`config.mk`:
```
export PLATFORM = sky130hd
export DESIGN_NAME = keypad_scan_4x4
export DESIGN_NICKNAME = d
export VERILOG_FILES = /design/src/rtl/keypad_scan_4x4.sv
export SDC_FILE = /design/constraint.sdc
export NUM_CORES = 1
export LEC_CHECK = 0
export CORE_MARGIN = 2
export CORE_UTILIZATION = 55
export DETAILED_ROUTE_END_ITERATION = 16
export GPL_TIMING_DRIVEN = 0
export PLACE_DENSITY_LB_ADDON = 0.1
export SYNTH_ARGS = -nofsm -noshare
export SYNTH_HDL_FRONTEND = slang
export SYNTH_SLANG_ARGS = --single-unit
export TNS_END_PERCENT = 1
```
`constraint.sdc`:
```
create_clock -name i_clk -period 2.8 [get_ports i_clk]
set_input_delay 0.42 -clock i_clk [delete_from_list [all_inputs] [get_ports i_clk]]
set_output_delay 0.42 -clock i_clk [all_outputs]
set_load 0.03 [all_outputs]
```
`src/rtl/keypad_scan_4x4.sv`:
```
// keypad_scan_4x4: scans a 4x4 matrix keypad one column at a time (one-cold
// drive), synchronizes the row returns, debounces press and release, and
// emits a 4-bit key code {row, col} with a single-cycle valid pulse.
module keypad_scan_4x4 #(
  parameter int unsigned SCAN_DIV       = 1000,
  parameter int unsigned DEBOUNCE_TICKS = 20,
  parameter int unsigned CNT_W          = 10
) (
  input  logic       i_clk,
  input  logic       i_rst_n,
  input  logic [3:0] i_rows,
  output logic [3:0] o_cols,
  output logic [3:0] o_key,
  output logic       o_key_valid,
  output logic       o_key_held,
  output logic       o_multi_key
);

  // Debounce counter only ever needs to reach DEBOUNCE_TICKS-1: the final
  // matching tick is acted on directly so KeyValid lands one cycle after it.
  localparam int unsigned DB_W = $clog2(DEBOUNCE_TICKS + 1);
  localparam logic [DB_W-1:0]  DB_LAST  = DB_W'(DEBOUNCE_TICKS - 1);
  localparam logic [CNT_W-1:0] PRE_LAST = CNT_W'(SCAN_DIV - 1);

  typedef enum logic [1:0] {
    S_SCAN     = 2'd0,
    S_DEBOUNCE = 2'd1,
    S_HELD     = 2'd2
  } state_t;

  state_t           r_state;
  logic [3:0]       r_sync1;
  logic [3:0]       r_rs;
  logic [CNT_W-1:0] r_presc;
  logic [1:0]       r_col;
  logic [3:0]       r_cand;
  logic [DB_W-1:0]  r_db_cnt;

  logic             w_tick;
  logic [3:0]       w_low;
  logic             w_none;
  logic             w_single;
  logic [1:0]       w_row_idx;
  logic [1:0]       w_col_nxt;
  logic [3:0]       w_cols_nxt;
  logic             w_same_row;
  logic             w_cand_high;

  // Two-flop synchronizer for the asynchronous row lines (idle = pulled up).
  always_ff @(posedge i_clk or negedge i_rst_n) begin
    if (!i_rst_n) begin
      r_sync1 <= 4'b1111;
      r_rs    <= 4'b1111;
    end else begin
      r_sync1 <= i_rows;
      r_rs    <= r_sync1;
    end
  end

  // Free-running column-slot prescaler; tick marks the last cycle of a slot.
  always_ff @(posedge i_clk or negedge i_rst_n) begin
    if (!i_rst_n) begin
      r_presc <= '0;
    end else if (r_presc == PRE_LAST) begin
      r_presc <= '0;
    end else begin
      r_presc <= r_presc + 1'b1;
    end
  end

  assign w_tick = (r_presc == PRE_LAST);

  // Row decode of the synchronized sample: none / exactly one / several low.
  always_comb begin
    w_low     = ~r_rs;
    w_none    = (r_rs == 4'b1111);
    w_single  = !w_none && ((w_low & (w_low - 4'd1)) == 4'd0);
    w_row_idx = 2'd0;
    for (int i = 3; i >= 0; i--) begin
      if (!r_rs[i]) w_row_idx = i[1:0];
    end
  end

  assign w_col_nxt   = r_col + 2'd1;
  assign w_cols_nxt  = ~(4'b0001 << w_col_nxt);
  assign w_same_row  = w_single && (w_row_idx == r_cand[3:2]);
  assign w_cand_high = r_rs[r_cand[3:2]];

  // Scan / debounce / held controller with registered outputs; the column
  // only moves on a tick, so Cols stays one-cold through every transition.
  always_ff @(posedge i_clk or negedge i_rst_n) begin
    if (!i_rst_n) begin
      r_state     <= S_SCAN;
      r_col       <= 2'd0;
      o_cols      <= 4'b1110;
      r_cand      <= 4'd0;
      r_db_cnt    <= '0;
      o_key       <= 4'd0;
      o_key_valid <= 1'b0;
      o_key_held  <= 1'b0;
      o_multi_key <= 1'b0;
    end else begin
      o_key_valid <= 1'b0;
      o_multi_key <= 1'b0;
      if (w_tick) begin
        case (r_state)
          S_SCAN: begin
            if (w_none) begin
              r_col  <= w_col_nxt;
              o_cols <= w_cols_nxt;
            end else if (w_single) begin
              r_cand   <= {w_row_idx, r_col};
              r_db_cnt <= '0;
              r_state  <= S_DEBOUNCE;
            end else begin
              o_multi_key <= 1'b1;
              r_col       <= w_col_nxt;
              o_cols      <= w_cols_nxt;
            end
          end
          S_DEBOUNCE: begin
            if (w_same_row) begin
              if (r_db_cnt == DB_LAST) begin
                o_key       <= r_cand;
                o_key_valid <= 1'b1;
                o_key_held  <= 1'b1;
                r_db_cnt    <= '0;
                r_state     <= S_HELD;
              end else begin
                r_db_cnt <= r_db_cnt + 1'b1;
              end
            end else begin
              r_state <= S_SCAN;
              r_col   <= w_col_nxt;
              o_cols  <= w_cols_nxt;
            end
          end
          S_HELD: begin
            // Only the captured row matters here; other keys are ignored.
            if (w_cand_high) begin
              if (r_db_cnt == DB_LAST) begin
                o_key_held <= 1'b0;
                r_db_cnt   <= '0;
                r_state    <= S_SCAN;
                r_col      <= w_col_nxt;
                o_cols     <= w_cols_nxt;
              end else begin
                r_db_cnt <= r_db_cnt + 1'b1;
              end
            end else begin
              r_db_cnt <= '0;
            end
          end
          default: begin
            r_state <= S_SCAN;
          end
        endcase
      end
    end
  end

endmodule
```
==> impl_metrics.json, run 1 <==
{
  "run_status": "finished, final reports clean",
  "post_cts_resized": 0,
  "firstDrtPassIters": 4,
  "ys_seq_area_frac": 0.511,
  "routedWlPerCell_um": 14.1,
  "edff_count_synth": 0,
  "max-clock-path-buffers": 2,
  "cp_data_arrival_time_ps": 2390,
  "grt_util_met2": 0.327,
  "ys.flop_type": "sky130_fd_sc_hd__dfrtp_1",
  "synth_cells": 183,
  "fp.dieW_um": 65.5,
  "clock_latency_ps": 300,
  "detailedPlace.worstSlack_ps": 592,
  "cap_viol_max_count": 0,
  "detailroute.via_count": 1418,
  "detailedRoute.firstIterationViolations": 72,
  "portBuffers": 16,
  "use_met3": 0.0651,
  "transition_time_of_the_tightest_slew_check_pin_ps": 897,
  "seqCellArea_um2": 1060,
  "cts_setup_buffers": 0,
  "global_route_wire_length_before_repair_um": 6350,
  "type_of_the_worst_min_delay_path": "in2async",
  "multi_input_comb_area_um2": 936,
  "io_pins": 17,
  "core_region_area_um2": 3660,
  "floorplan.initialDensity": 0.569,
  "report.final.slew_viol_count": 0,
  "cp-end-kind": "register",
  "rows": 22,
  "fraction_of_registers_with_async_set_reset": 1.00,
  "max-vdd-ir-drop_uv": 358,
  "tritoncts": "done",
  "ratio_of_final_minimum_period_to_clock_period": 0.788,
  "netlist_area_before_placement_um2": 2080,
  "remaining_drc_errors": 0,
  "largest_fanout_on_the_critical_path": 10,
  "gpl.final_weighted_congestion": 0.816,
  "report.final.hold_viol_count": 0,
  "final_layout_size_suffix_gt1_frac": 0.222,
  "groute.usage.overall": 0.195,
  "vias_per_cell": 5.56,
  "grt_max_degree": 43,
  "grt.overflow.total": 0,
  "power.density_nw_per_um2": 468,
  "highest_clock_frequency_the_design_can_meet_mhz": 453,
  "postLayoutSetupSlackWorst_ps": 593,
  "n_antenna_cell": 0,
  "antenna_found_initial": 0,
  "fin_worst_skew_ps": 4.76,
  "crit_required_ps": 2980,
  "synthesis.area_per_instance_um2": 11.4,
  "die_area_um2": 4300,
  "synth_unique_cells": 48,
  "numCtsBuffers": 5,
  "flow.area_growth_from_synthesis_pct": 15.6,
  "drt-total-wl_um": 3600,
  "startpoint_type": "register",
  "cts_sinks": 42,
  "clockRootBuffer": "sky130_fd_sc_hd__clkbuf_8",
  "start_to_end_type_of_the_worst_setup_path": "reg2reg",
  "grt_peak_use_layer": "met2",
  "use_met1": 0.242,
  "total_leakage_power_uw": 0.00102,
  "fillerInstances": 297,
  "synth.net_count": 199,
  "grt_pass1_vias": 1380,
  "htreeDepth": 2,
  "cts.reportedPaths.clkPinSlew_ps": 80,
  "worst_reg_to_reg_path_cell_count": 6,
  "die_height_um": 65.5,
  "setup_total_negative_slack_ps": 0,
  "grt_setup_unrepaired": "no",
  "timing.max_slew.rel_slack": 0.402,
  "design.final.nets": 222,
  "timing.final.crit_period_ps": 2210,
  "yosys_warnings": 0,
  "setup_violations": 0,
  "post_cts_hold_buffer_count": 0,
  "ant_nets": 0,
  "register_bit_count_reported_by_yosys": 42,
  "hpwlAfterDp_um": 2610
}
==> stage by stage <==
| stage | total power (µW) | instances | instance area [µm²] | utilization | hold slack, ps |
|---|---|---|---|---|---|
| CTS | 1140 | 255 | 2410 | 0.658 | 275 |
| floorplan | 654 | 183 | 2080 | - | 124 |
| global route | 1170 | 255 | 2410 | 0.658 | 309 |
| global placement | 676 | 247 | 2300 | 0.629 | 345 |
| detailed placement | 678 | 247 | 2300 | 0.628 | 347 |
| finish | 1130 | 255 | 2410 | 0.658 | 242 |
==> placed cells by master (no fill, tap or decap), types with 2 or more instances in the layout <==
cell type / n
sky130_fd_sc_hd__xnor2_1: 5
sky130_fd_sc_hd__nand3_1: 11
sky130_fd_sc_hd__nand4b_1: 2
sky130_fd_sc_hd__buf_2: 4
sky130_fd_sc_hd__clkdlybuf4s50_1: 15
sky130_fd_sc_hd__nor2_1: 9
sky130_fd_sc_hd__clkbuf_8: 5
sky130_fd_sc_hd__mux2i_1: 4
sky130_fd_sc_hd__nand2_1: 17
sky130_fd_sc_hd__ha_1: 10
sky130_fd_sc_hd__dfrtp_1: 31
sky130_fd_sc_hd__dfstp_2: 11
sky130_fd_sc_hd__buf_4: 2
sky130_fd_sc_hd__xor2_1: 3
sky130_fd_sc_hd__nor3b_2: 2
sky130_fd_sc_hd__a21oi_1: 6
sky130_fd_sc_hd__mux2_2: 5
sky130_fd_sc_hd__nor3_1: 2
sky130_fd_sc_hd__o21ai_1: 2
sky130_fd_sc_hd__clkinv_2: 2
sky130_fd_sc_hd__nand3b_1: 2
sky130_fd_sc_hd__inv_1: 14
sky130_fd_sc_hd__o22ai_1: 2
sky130_fd_sc_hd__o21ai_0: 10
sky130_fd_sc_hd__nand2b_1: 3
sky130_fd_sc_hd__o21ai_2: 2
==> kinds of logic (layout without fill, tap and decap cells) <==
group / count (synthesis) / in the layout / synth area share
adders and majority gates: 10 / 10 / 0.0601
buffers and inverters: 19 / 43 / 0.0396
AOI/OAI and AO/OA: 33 / 33 / 0.123
xor gates and xnor gates: 8 / 8 / 0.0336
DFF: 42 / 42 / 0.511
muxes: 11 / 11 / 0.0643
and+or+nand+nor: 60 / 60 / 0.169
==> report_power, final <==
group,internal (µW),leakage [µW],total [µW],switching [µW]
clock network,262,0.0000579,460,198
logic,17.1,0.000426,46.7,29.5
registers,617,0.000534,619,1.78
total,896,0.00102,1130,229
==> area by class of cell <==
class | count | share of cell area
Inverter | 14 | 0.0218
Multi-Input combinational cell | 122 | 0.389
Buffer | 5 | 0.0125
Tap cell | 48 | 0.0249
Sequential cell | 42 | 0.442
Timing Repair Buffer | 16 | 0.0644
Clock buffer | 5 | 0.0286
Clock inverter | 3 | 0.0166
==> worst max-delay path, stage by stage, from the launching register on <==
cell and delay (ps):
sky130_fd_sc_hd__dfstp_2 520, sky130_fd_sc_hd__buf_4 140, sky130_fd_sc_hd__or3b_1 390, sky130_fd_sc_hd__a211oi_4 370
sky130_fd_sc_hd__o21ai_2 140, sky130_fd_sc_hd__nand4_2 210, sky130_fd_sc_hd__mux2_4 320
==> per-layer routing <==
metal  up-vias  routed length (µm)
li1        682                   -
met1       715                1550
met2        16                1870
met3         5                 147
met4         0                  40
met5         -                   0
==> synthesized netlist by cell type (2+ instances only) <==
cell type	instances	area, µm²
sky130_fd_sc_hd__dfrtp_1	31	776
sky130_fd_sc_hd__nand2_1	17	63.8
sky130_fd_sc_hd__inv_1	14	52.6
sky130_fd_sc_hd__dfstp_2	11	289
sky130_fd_sc_hd__nand3_1	11	55.1
sky130_fd_sc_hd__ha_1	10	125
sky130_fd_sc_hd__o21ai_0	10	50.1
sky130_fd_sc_hd__nor2_1	9	33.8
sky130_fd_sc_hd__a21oi_1	6	30.0
sky130_fd_sc_hd__mux2_2	5	56.3
sky130_fd_sc_hd__xnor2_1	5	43.8
sky130_fd_sc_hd__mux2i_1	4	40.0
sky130_fd_sc_hd__buf_2	3	15.0
sky130_fd_sc_hd__nand2b_1	3	18.8
sky130_fd_sc_hd__xor2_1	3	26.3
sky130_fd_sc_hd__buf_4	2	15.0
sky130_fd_sc_hd__nand3b_1	2	15.0
sky130_fd_sc_hd__nand4b_1	2	17.5
sky130_fd_sc_hd__nor3_1	2	10.0
sky130_fd_sc_hd__nor3b_2	2	25.0
sky130_fd_sc_hd__o21ai_1	2	10.0
sky130_fd_sc_hd__o21ai_2	2	17.5
sky130_fd_sc_hd__o22ai_1	2	12.5
==> sequential cells by signal (all words and copies together) (netlist names), 2 cells and up <==
| name | count |
|---|---|
| o_cols | 4 |
| o_key | 4 |
| r_cand | 4 |
| r_col | 2 |
| r_db_cnt | 5 |
| r_presc | 10 |
| r_rs | 4 |
| r_state | 2 |
| r_sync1 | 4 |
==> final timing paths <==
| kind | from | to | slack [ps] |
|---|---|---|---|
| max | r_rs[1]$_DFF_PN1_ | r_col[1]$_DFFE_PN0P_ | 590 |
| min | i_rst_n | r_presc[4]$_DFF_PN0_ | 240 |
| max reg2reg | r_rs[1]$_DFF_PN1_ | r_col[1]$_DFFE_PN0P_ | 590 |
| min reg2reg | r_sync1[1]$_DFF_PN1_ | r_rs[1]$_DFF_PN1_ | 360 |
| max in group asynchronous | i_rst_n | o_cols[0]$_DFFE_PN0P_ | 1990 |
| min in group i_clk | r_sync1[1]$_DFF_PN1_ | r_rs[1]$_DFF_PN1_ | 360 |
Power figures use the tool's default switching activity.
==> run 2, diff against run 1 <==
--- a/config.mk
+++ b/config.mk
@@ -6,7 +6,7 @@
 export NUM_CORES = 1
 export LEC_CHECK = 0
 export CORE_MARGIN = 2
-export CORE_UTILIZATION = 55
+export CORE_UTILIZATION = 51
 export DETAILED_ROUTE_END_ITERATION = 16
 export GPL_TIMING_DRIVEN = 0
 export PLACE_DENSITY_LB_ADDON = 0.1
==> constraint.sdc (replaced) <==
create_clock -name i_clk -period 1.8 [get_ports i_clk]
set_input_delay 0.27 -clock i_clk [delete_from_list [all_inputs] [get_ports i_clk]]
set_output_delay 0.27 -clock i_clk [all_outputs]
set_load 0.03 [all_outputs]
==> impl_metrics.json, run 2 (synthesis gave the netlist of run 1 again) <==
{
  "run_status": "finished with violations",
  "failing_checks": "setup timing",
  "htreeDepth": 2,
  "grt_setup_unrepaired": "yes",
  "max-vdd-ir-drop_uv": 431,
  "die_height_um": 67.9,
  "regToRegSetupSlack_ps": -220,
  "setup_violations": 12,
  "final_layout_size_suffix_gt1_frac": 0.267,
  "floorplan.initialDensity": 0.525,
  "path_cells": "or3b_4 > a211oi_4 > buf_4 > o2111ai_4 > mux2_4",
  "worst_path_max_delay_cell": "sky130_fd_sc_hd__dfstp_2",
  "max-clock-path-buffers": 2,
  "io_pins": 17,
  "reg2reg_from": "r_rs[1]$_DFF_PN1_",
  "grt_pass1_vias": 1450,
  "total_leakage_power_uw": 0.00103,
  "cap_viol_max_count": 0,
  "cp-end-kind": "register",
  "report.final.hold_viol_count": 0,
  "routedWlPerCell_um": 15.4,
  "type_of_the_worst_min_delay_path": "in2async",
  "worst_reg_to_reg_path_cell_count": 5,
  "drt-total-wl_um": 4000,
  "crit_required_ps": 1980,
  "cts_sinks": 42,
  "hpwlAfterDp_um": 2660,
  "multi_input_comb_area_um2": 1010,
  "fillerInstances": 311,
  "post_cts_hold_buffer_count": 0,
  "timing.final.crit_period_ps": 2020,
  "whs_ps": 110,
  "portBuffers": 16,
  "numCtsBuffers": 5,
  "ant_nets": 0,
  "core_region_area_um2": 3970,
  "seqCellArea_um2": 1070,
  "registers.top_by_ff_count": "r_presc",
  "global_route_wire_length_before_repair_um": 6750,
  "worstReg2RegEnd": "o_key[1]$_DFFE_PN0P_",
  "tritoncts": "done",
  "grt_max_degree": 43,
  "largest_registers": "r_presc: 10 flops, r_db_cnt: 5 flops",
  "largest_fanout_on_the_critical_path": 6,
  "report.final.slew_viol_count": 0,
  "cts.reportedPaths.clkPinSlew_ps": 80,
  "transition_time_of_the_tightest_slew_check_pin_ps": 918,
  "startpoint_type": "register",
  "postLayoutSetupSlackWorst_ps": -225,
  "design.final.nets": 225,
  "vias_per_cell": 5.44,
  "remaining_drc_errors": 0,
  "mostFrequentLayoutCells": "sky130_fd_sc_hd__dfrtp_1, sky130_fd_sc_hd__nand2_1, sky130_fd_sc_hd__clkdlybuf4s50_1, sky130_fd_sc_hd__inv_1, sky130_fd_sc_hd__dfstp_2",
  "clock_latency_ps": 290,
  "clockRootBuffer": "sky130_fd_sc_hd__clkbuf_8",
  "cp_data_arrival_time_ps": 2200,
  "detailroute.via_count": 1415,
  "grt.overflow.total": 0,
  "fin_worst_skew_ps": 4.66,
  "antenna_found_initial": 0,
  "die_area_um2": 4610,
  "power.density_nw_per_um2": 665,
  "flow.area_growth_from_synthesis_pct": 20.2,
  "n_antenna_cell": 0,
  "firstDrtPassIters": 4,
  "highest_clock_frequency_the_design_can_meet_mhz": 494,
  "ratio_of_final_minimum_period_to_clock_period": 1.12,
  "start_to_end_type_of_the_worst_setup_path": "reg2reg",
  "rows": 23,
  "gpl.final_weighted_congestion": 0.854,
  "groute.usage.overall": 0.197,
  "p_total_uw": 1660,
  "detailedRoute.firstIterationViolations": 75,
  "final_common_cell": "sky130_fd_sc_hd__dfrtp_1",
  "worst_path_largest_cell_delay_ps": 550,
  "largest_register_ff_count": 10,
  "timing.max_slew.rel_slack": 0.388,
  "fp.dieW_um": 67.9
}
## run 2: cell types whose count changed in the layout (fill, tap and decap cells not counted), moves of 2 or more
cell | before | now
sky130_fd_sc_hd__buf_4 | 2 | 6
sky130_fd_sc_hd__buf_2 | 4 | 1
sky130_fd_sc_hd__buf_6 | 0 | 2
sky130_fd_sc_hd__or3b_4 | 0 | 2
## run 2: worst max-delay path by stage
| stage | endpoint | slack, ps | startpoint |
|---|---|---|---|
| final | o_key[1]$_DFFE_PN0P_ | -220 | r_rs[1]$_DFF_PN1_ |
| after detailed placement | r_col[1]$_DFFE_PN0P_ | -460 | r_presc[0]$_DFF_PN0_ |
| after global placement | r_col[1]$_DFFE_PN0P_ | -520 | i_rst_n |
| after CTS | o_key[1]$_DFFE_PN0P_ | -220 | r_rs[1]$_DFF_PN1_ |
| after floorplan | r_state[0]$_DFFE_PN0P_ | -260 | r_rs[1]$_DFF_PN1_ |
| after global routing | o_key[1]$_DFFE_PN0P_ | -300 | r_rs[1]$_DFF_PN1_ |
## run 2: final cells by class
class | instances | share of cell area
tap | 50 | 0.0250
multi-input combinational | 122 | 0.403
inverter | 14 | 0.0210
buffer | 3 | 0.0105
sequential | 42 | 0.426
clock buffer | 7 | 0.0345
clock inverter | 1 | 0.00200
timing repair buffer | 21 | 0.0785
## run 2: layer usage
layer | share of wire | routed length (µm) | vias up | global-route usage
li1 | - | - | 689 | -
met1 | 0.46 | 1820 | 695 | 0.252
met4 | 0.014 | 57 | 0 | 0.0825
met3 | 0.031 | 125 | 6 | 0.0395
met2 | 0.50 | 1990 | 25 | 0.327
met5 | 0 | 0 | - | 0
## run 2: timing repair
action | in CTS | in global routing
buffers inserted | 4 | 1
setup endpoints to repair | 22 | 22
pin swaps | 9 | 1
resized for setup | 13 | 5
## run 2: critical path, delay by kind of cell, from the launching register on
kind                   cells  cell delay, ps
AND/OR/NAND/NOR            1             390
flip-flops                 1             550
buffers and inverters      1             180
AO/OA/AOI/OAI              2             450
multiplexers               1             340
## run 2: report_power, final
part | switching, µW | internal, µW | total, µW
Sequential | 6.75 | 960 | 966
Clock | 310 | 310 | 620
Combinational | 48.3 | 30.0 | 78.3
Total | 365 | 1300 | 1660
## run 2: metrics by stage
stage	TNS [ps]	worst slack (ps)	instances	util	cell area (µm²)
2_1_floorplan	-2120	-259	183	-	2110
3_3_place_gp	-22680	-521	249	0.586	2330
3_5_place_dp	-6170	-455	249	0.585	2320
4_1_cts	-1700	-223	259	0.625	2480
5_1_grt	-3120	-298	260	0.630	2500
6_report	-1760	-225	260	0.630	2500
